<file path="src/rtl/alu_result_stage_if.sv">
// Handshake bundle between the ALU result stage and its neighbours.
// slave: the stage itself; master: upstream/downstream driver (bench or pipeline).
interface alu_result_stage_if #(
    parameter int WIDTH = 32,
    parameter int OPW   = 4
);
    logic             in_valid_i;
    logic [WIDTH-1:0] in_result_i;
    logic [OPW-1:0]   in_op_i;
    logic             in_ready_o;
    logic             out_valid_o;
    logic             out_ready_i;
    logic [WIDTH-1:0] out_result_o;
    logic [OPW-1:0]   out_op_o;
    logic             out_zero_o;
    logic             out_neg_o;

    modport slave (
        input  in_valid_i,
        input  in_result_i,
        input  in_op_i,
        output in_ready_o,
        output out_valid_o,
        input  out_ready_i,
        output out_result_o,
        output out_op_o,
        output out_zero_o,
        output out_neg_o
    );

    modport master (
        output in_valid_i,
        output in_result_i,
        output in_op_i,
        input  in_ready_o,
        input  out_valid_o,
        output out_ready_i,
        input  out_result_o,
        input  out_op_o,
        input  out_zero_o,
        input  out_neg_o
    );
endinterface

</file>
<file path="src/rtl/alu_result_stage.sv">
// 2-entry in-order skid buffer for ALU/shifter results with zero/neg flags.
// Ports: clk_i, rst_i (sync, active-high), bus (slave), count_o, stall_cnt_o.
module alu_result_stage #(
    parameter int WIDTH = 32,
    parameter int OPW   = 4
) (
    input  logic                clk_i,
    input  logic                rst_i,
    alu_result_stage_if.slave   bus,
    output logic [1:0]          count_o,
    output logic [15:0]         stall_cnt_o
);

    typedef struct packed {
        logic [WIDTH-1:0] result;
        logic [OPW-1:0]   op;
        logic             zero;
        logic             neg;
    } entry_t;

    // Encoding doubles as the occupancy count.
    typedef enum logic [1:0] {
        EMPTY = 2'd0,
        ONE   = 2'd1,
        FULL  = 2'd2
    } state_t;

    state_t      state_q;
    entry_t      head_q;
    entry_t      tail_q;
    entry_t      in_e;
    logic [15:0] stall_q;
    logic        push;
    logic        pop;
    logic        stalled;

    always_comb begin
        in_e        = '0;
        in_e.result = bus.in_result_i;
        in_e.op     = bus.in_op_i;
        in_e.zero   = (bus.in_result_i == '0);
        in_e.neg    = bus.in_result_i[WIDTH-1];
    end

    // Ready/valid derive from registered state only.
    assign bus.in_ready_o  = (state_q != FULL);
    assign bus.out_valid_o = (state_q != EMPTY);

    assign push    = bus.in_valid_i & bus.in_ready_o;
    assign pop     = bus.out_valid_o & bus.out_ready_i;
    assign stalled = bus.out_valid_o & ~bus.out_ready_i;

    // Head register is cleared whenever the stage empties,
    // so outputs read as zero while out_valid_o is low.
    assign bus.out_result_o = head_q.result;
    assign bus.out_op_o     = head_q.op;
    assign bus.out_zero_o   = head_q.zero;
    assign bus.out_neg_o    = head_q.neg;

    assign count_o     = state_q;
    assign stall_cnt_o = stall_q;

    always_ff @(posedge clk_i) begin
        if (rst_i) begin
            state_q <= EMPTY;
            head_q  <= '0;
            tail_q  <= '0;
            stall_q <= '0;
        end else begin
            unique case (state_q)
                EMPTY: begin
                    if (push) begin
                        head_q  <= in_e;
                        state_q <= ONE;
                    end
                end
                ONE: begin
                    unique case ({push, pop})
                        2'b10: begin
                            tail_q  <= in_e;
                            state_q <= FULL;
                        end
                        2'b01: begin
                            head_q  <= '0;
                            state_q <= EMPTY;
                        end
                        2'b11: begin
                            head_q <= in_e;
                        end
                        default: begin
                        end
                    endcase
                end
                FULL: begin
                    if (pop) begin
                        head_q  <= tail_q;
                        tail_q  <= '0;
                        state_q <= ONE;
                    end
                end
                default: begin
                    state_q <= EMPTY;
                    head_q  <= '0;
                    tail_q  <= '0;
                end
            endcase

            // Saturating stall counter.
            if (stalled && (stall_q != 16'hFFFF)) begin
                stall_q <= stall_q + 16'd1;
            end
        end
    end

endmodule

</file>
<file path="src/flat_wrapper.sv">
// flat-port wrapper written by rule: the top's interface ports become plain ports
module alu_result_stage_flat 
#(
    parameter int WIDTH = 32,
    parameter int OPW   = 4
)
  (clk_i, rst_i, count_o, stall_cnt_o, bus_in_valid_i, bus_in_result_i, bus_in_op_i, bus_in_ready_o, bus_out_valid_o, bus_out_ready_i, bus_out_result_o, bus_out_op_o, bus_out_zero_o, bus_out_neg_o);
  alu_result_stage_if #(.WIDTH(WIDTH), .OPW(OPW)) bus_i ();
  input  logic clk_i;
  input  logic rst_i;
  output logic [1:0] count_o;
  output logic [15:0] stall_cnt_o;
  input wire logic [$bits(bus_i.in_valid_i)-1:0] bus_in_valid_i;
  input wire logic [$bits(bus_i.in_result_i)-1:0] bus_in_result_i;
  input wire logic [$bits(bus_i.in_op_i)-1:0] bus_in_op_i;
  output wire logic [$bits(bus_i.in_ready_o)-1:0] bus_in_ready_o;
  output wire logic [$bits(bus_i.out_valid_o)-1:0] bus_out_valid_o;
  input wire logic [$bits(bus_i.out_ready_i)-1:0] bus_out_ready_i;
  output wire logic [$bits(bus_i.out_result_o)-1:0] bus_out_result_o;
  output wire logic [$bits(bus_i.out_op_o)-1:0] bus_out_op_o;
  output wire logic [$bits(bus_i.out_zero_o)-1:0] bus_out_zero_o;
  output wire logic [$bits(bus_i.out_neg_o)-1:0] bus_out_neg_o;
  assign bus_i.in_valid_i = bus_in_valid_i;
  assign bus_i.in_result_i = bus_in_result_i;
  assign bus_i.in_op_i = bus_in_op_i;
  assign bus_in_ready_o = bus_i.in_ready_o;
  assign bus_out_valid_o = bus_i.out_valid_o;
  assign bus_i.out_ready_i = bus_out_ready_i;
  assign bus_out_result_o = bus_i.out_result_o;
  assign bus_out_op_o = bus_i.out_op_o;
  assign bus_out_zero_o = bus_i.out_zero_o;
  assign bus_out_neg_o = bus_i.out_neg_o;
  alu_result_stage #(.WIDTH(WIDTH), .OPW(OPW)) u_core (.clk_i(clk_i), .rst_i(rst_i), .bus(bus_i), .count_o(count_o), .stall_cnt_o(stall_cnt_o));
endmodule
</file>
<file path="config.mk">
export PLATFORM = sky130hd
export DESIGN_NAME = alu_result_stage_flat
export DESIGN_NICKNAME = d
export VERILOG_FILES = /design/src/rtl/alu_result_stage_if.sv /design/src/rtl/alu_result_stage.sv /design/src/flat_wrapper.sv
export SDC_FILE = /design/constraint.sdc
export NUM_CORES = 1
export LEC_CHECK = 0
export CORE_MARGIN = 2
export CORE_UTILIZATION = 40
export DETAILED_ROUTE_END_ITERATION = 8
export PLACE_DENSITY = 0.7
export SYNTH_ARGS = -nofsm -noshare
export SYNTH_HDL_FRONTEND = slang
export SYNTH_SLANG_ARGS = --single-unit
</file>
<file path="constraint.sdc">
create_clock -name clk_i -period 1.8 [get_ports clk_i]
set_clock_uncertainty 0.2 [all_clocks]
set_input_delay 0.27 -clock clk_i [delete_from_list [all_inputs] [get_ports clk_i]]
set_output_delay 0.27 -clock clk_i [all_outputs]
set_load 0.01 [all_outputs]
</file>
==> impl_metrics.prom <==
# TYPE chip_impl_metric gauge
chip_impl_metric{name="cts_htree_levels",unit=""} 3
chip_impl_info{name="tritoncts_clock_tree",value="yes"} 1
chip_impl_metric{name="fmax",unit="MHz"} 536
chip_impl_metric{name="maximum_number_of_pins_on_one_net_before_global_route_repair",unit=""} 41
chip_impl_metric{name="net_load_switching_power",unit="mW"} 1.20
chip_impl_metric{name="final_area",unit="sq mm"} 0.00618
chip_impl_metric{name="die-area",unit="sq mm"} 0.0108
chip_impl_info{name="cts-root-buf",value="clkbuf_8"} 1
chip_impl_metric{name="iteration_0_drc_count_of_the_detailed_router",unit=""} 315
chip_impl_info{name="synth_top_flop_cell",value="dfxtp_1"} 1
chip_impl_metric{name="detail_route.vias_per_cell",unit=""} 5.59
chip_impl_metric{name="ff2ff_setup_slack",unit="ns"} -0.07
chip_impl_metric{name="inserted_diodes",unit=""} 0
chip_impl_metric{name="path_max_fanout",unit=""} 4
chip_impl_info{name="critical_path.reg2reg.endpoint",value="u_core.stall_cnt_o[9]"} 1
chip_impl_info{name="min-delay-path-class",value="in -> reg"} 1
chip_impl_metric{name="dpl_worst_slack",unit="ns"} -0.581
chip_impl_metric{name="total_standard_cell_area_after_synthesis",unit="sq mm"} 0.00398
chip_impl_metric{name="initial_antenna_violation_count",unit=""} 0
chip_impl_metric{name="cts.sinks",unit=""} 92
chip_impl_metric{name="global_route.overflow_total",unit=""} 0
chip_impl_info{name="run_status",value="complete, but fails checks"} 1
chip_impl_metric{name="cell_count_of_the_worst_hold_path",unit=""} 3
chip_impl_metric{name="boundaryPins",unit=""} 98
chip_impl_metric{name="cts_made_buffers",unit=""} 9
chip_impl_metric{name="cp.required",unit="ns"} 1.88
chip_impl_info{name="timing.critical_path.to_type",value="flip-flop"} 1
chip_impl_info{name="critical_path.reg2reg.startpoint",value="u_core.stall_cnt_o[4]"} 1
chip_impl_metric{name="number_of_nets_in_the_finished_design",unit=""} 628
chip_impl_info{name="worst_setup_path_start_kind",value="flip-flop"} 1
chip_impl_info{name="failed_checks",value="negative setup slack"} 1
chip_impl_metric{name="die_w",unit="um"} 104
chip_impl_info{name="busiest_layer",value="met2"} 1
chip_impl_metric{name="worst_r2r_path_depth",unit=""} 5
chip_impl_metric{name="post_detailed_routing_wire_length",unit="um"} 12500
chip_impl_metric{name="combPwrFrac",unit="%"} 19.7
chip_impl_metric{name="number_of_synthesized_register_bits",unit=""} 92
chip_impl_metric{name="post_synth_inst_count",unit=""} 429
chip_impl_metric{name="synth-warning-count",unit=""} 0
chip_impl_metric{name="cp.arrival",unit="ns"} 1.95
chip_impl_metric{name="drc",unit=""} 0
chip_impl_metric{name="placementRows",unit=""} 36
chip_impl_metric{name="global_route.usage.met3",unit="%"} 4.22
chip_impl_metric{name="switching_share",unit="%"} 27.8
chip_impl_metric{name="hpwlAfterDp",unit="um"} 7920
chip_impl_metric{name="grt_pass1_vias",unit=""} 3949
chip_impl_metric{name="ys_seq_area_share",unit="%"} 46.3
chip_impl_metric{name="pwr-share-seq",unit="%"} 49.6
chip_impl_metric{name="p_leak",unit="nW"} 2.51
chip_impl_metric{name="share_of_cells_above_drive_strength_1",unit="%"} 24.7
chip_impl_metric{name="hold_viol",unit=""} 0
chip_impl_metric{name="synthToLayoutAreaGrowth",unit="%"} 55.3
chip_impl_metric{name="post-route-worst-setup-slack",unit="ns"} -0.0654
chip_impl_metric{name="vias",unit=""} 4056
chip_impl_metric{name="place.port_buffers",unit=""} 97
chip_impl_info{name="path_class",value="reg -> reg"} 1
chip_impl_info{name="netlist_top_cells_count",value="92 x dfxtp_1, 79 x nor2_1, 39 x mux2i_1, 37 x and2_1, 36 x a222oi_1"} 1
chip_impl_metric{name="setup_total_negative_slack",unit="ns"} -0.0995
chip_impl_metric{name="share_of_the_clock_period_used_by_the_worst_path_after_layout",unit="%"} 104
chip_impl_metric{name="post_dp_cell_area",unit="sq mm"} 0.00570
chip_impl_metric{name="detailedRoute.firstPassIterationCount",unit=""} 8
chip_impl_metric{name="final-max-slew-violation-count",unit=""} 0
chip_impl_info{name="rsz_0062_raised_after_global_routing",value="yes"} 1
chip_impl_metric{name="yosysUniqueCellTypes",unit=""} 42
chip_impl_info{name="hold_path.startpoint",value="bus_in_result_i[15]"} 1
chip_impl_info{name="synth_most_common_cell",value="dfxtp_1"} 1
chip_impl_info{name="holdPathEnd",value="u_core.bus.out_result_o[15]"} 1
chip_impl_metric{name="worstMarginPinSlew",unit="ns"} 0.352
chip_impl_metric{name="relSlewSlack",unit="%"} 76.3
chip_impl_metric{name="clk-insertion-delay-late",unit="ns"} 0.36
chip_impl_metric{name="placeableCoreArea",unit="sq mm"} 0.00973
chip_impl_metric{name="grt_util_all_layers",unit="%"} 21.7
chip_impl_metric{name="cts_hold_repair.buffers",unit=""} 0
chip_impl_metric{name="gp_routability_congestion",unit=""} 0.869
chip_impl_metric{name="total_power",unit="mW"} 4.33
chip_impl_metric{name="finalWorstPathRequiredPeriod",unit="ns"} 1.87
chip_impl_metric{name="fill_cells",unit=""} 857
chip_impl_metric{name="max_cap_violations",unit=""} 0
chip_impl_metric{name="detail-route-antenna-nets",unit=""} 0
chip_impl_metric{name="ys_async_sr_fraction",unit="%"} 0
chip_impl_metric{name="synth.net_count",unit=""} 470
chip_impl_info{name="synth_top_area_cell",value="dfxtp_1"} 1
chip_impl_metric{name="internal_power",unit="mW"} 3.12
chip_impl_metric{name="overall_die_height",unit="um"} 104
chip_impl_info{name="synth_area_leaders",value="dfxtp_1 46%, mux2i_1 9.8%, a222oi_1 9.1%"} 1
chip_impl_metric{name="use_met2",unit="%"} 35.5
chip_impl_metric{name="clkSlewWorstSetupHoldPaths",unit="ns"} 0.10
chip_impl_metric{name="cts_buffer_depth",unit=""} 2
chip_impl_metric{name="grt_pass1_wl",unit="um"} 19300
chip_impl_metric{name="power-per-cell-area",unit="mW/mm^2"} 700
chip_impl_metric{name="timing.final.setup_violations",unit=""} 5
chip_impl_metric{name="synthesis.area_per_instance",unit="sq um"} 9.28
chip_impl_metric{name="number_of_flops_mapped_to_enable_cells_by_yosys",unit=""} 0
chip_impl_metric{name="wl_per_cell",unit="um"} 17.3
chip_impl_metric{name="initial_core_utilization",unit="%"} 40.9
chip_impl_metric{name="clock_network_fraction_of_design_power",unit="%"} 30.7
chip_impl_metric{name="synth_largest_type_area_fraction",unit="%"} 46.3
chip_impl_metric{name="worst_ir_drop_on_vdd",unit="V"} 0.000428
chip_impl_metric{name="use_met1",unit="%"} 27.9
logic make-up (layout without fill, tap and decap cells):
logic type / after synthesis / in the layout / share of synthesized area [%]
simple gates: 181 / 181 / 23.4
flops: 92 / 92 / 46.3
compound gates: 75 / 75 / 15.6
mux: 41 / 41 / 10.4
buf+inv: 39 / 202 / 4.09
fa+ha+maj: 1 / 1 / 0.314
power by group through the flow:
stage / logic, mW / registers, mW / clock network (mW)
6_report: 0.853 / 2.15 / 1.33
5_1_grt: 0.909 / 2.15 / 1.43
4_1_cts: 0.768 / 2.14 / 1.36
3_5_place_dp: 0.758 / 2.19 / 0
3_3_place_gp: 0.744 / 2.19 / 0
2_1_floorplan: 0.334 / 2.21 / 0
final cells by class:
type | count | area (sq um) | area share [%]
flip-flops and latches | 92 | 1880 | 30.4
multi-input cells | 298 | 2160 | 35.0
clock inverters | 5 | 45.0 | 0.728
clock buffers | 11 | 141 | 2.29
inverters | 4 | 15.0 | 0.243
well taps | 133 | 166 | 2.69
repair buffers | 182 | 1770 | 28.6
what timing repair did:
item | 4_1_cts | 5_1_grt
gates cloned | 0 | 5
setup endpoints to repair | 27 | 48
buffers inserted | 0 | 3
pin swaps | 2 | 46
gates resized for setup | 31 | 29
through the flow:
stage,cells,util (%),hold slack (ns)
after floorplan,429,-,0.237
after global placement,701,58.5,0.273
after detailed placement,701,58.5,0.283
after CTS,717,61.1,0.0809
after global routing,725,63.6,0.115
final,725,63.6,0.0912
how the worst max path moves through the flow:
stage                           startpoint                     end  depth (start not counted)
floorplan           u_core.stall_cnt_o[11]   u_core.stall_cnt_o[0]                          4
global placement        bus_in_result_i[0]   u_core.bus.out_zero_o                          6
detailed placement      bus_in_result_i[0]   u_core.bus.out_zero_o                          6
CTS                  u_core.stall_cnt_o[5]  u_core.stall_cnt_o[15]                          5
global route         u_core.stall_cnt_o[4]   u_core.stall_cnt_o[9]                          5
finish               u_core.stall_cnt_o[4]   u_core.stall_cnt_o[9]                          5
sequential cells by signal, indices dropped and copies added, names as in the netlist:
register,flops
u_core.bus.out_op_o,4
u_core.bus.out_result_o,32
u_core.tail_q,37
u_core.stall_cnt_o,16
u_core.bus.out_zero_o,1
u_core.count_o,2
worst max-delay path, stage by stage, from the launching register on:
cell     delay, ns
dfxtp_4       0.38
buf_4         0.12
and4_4        0.24
nand4_1       0.15
or4_1         0.57
a21oi_1       0.13
per-layer routing:
metal	part of all wire, %	up-vias
met2	48	164
met5	0	-
met1	44	1961
met3	6.1	23
met4	1.7	0
li1	-	1908
cells in the final DEF (no fill, tap or decap), types with 6 or more instances in the layout:
master / instances
nor2_1: 78
dfxtp_1: 77
clkdlybuf4s50_1: 72
buf_4: 70
mux2i_1: 39
and2_1: 37
a222oi_1: 36
dlygate4sd2_1: 13
a21oi_1: 10
clkbuf_8: 10
dlymetal6s2s_1: 10
o21ai_0: 8
dfxtp_4: 8
nand4_1: 7
nand2_1: 7
buf_12: 7
dfxtp_2: 7
nand3_1: 6
or4_1: 6
Note: power is estimated with default switching activity, not from simulation.
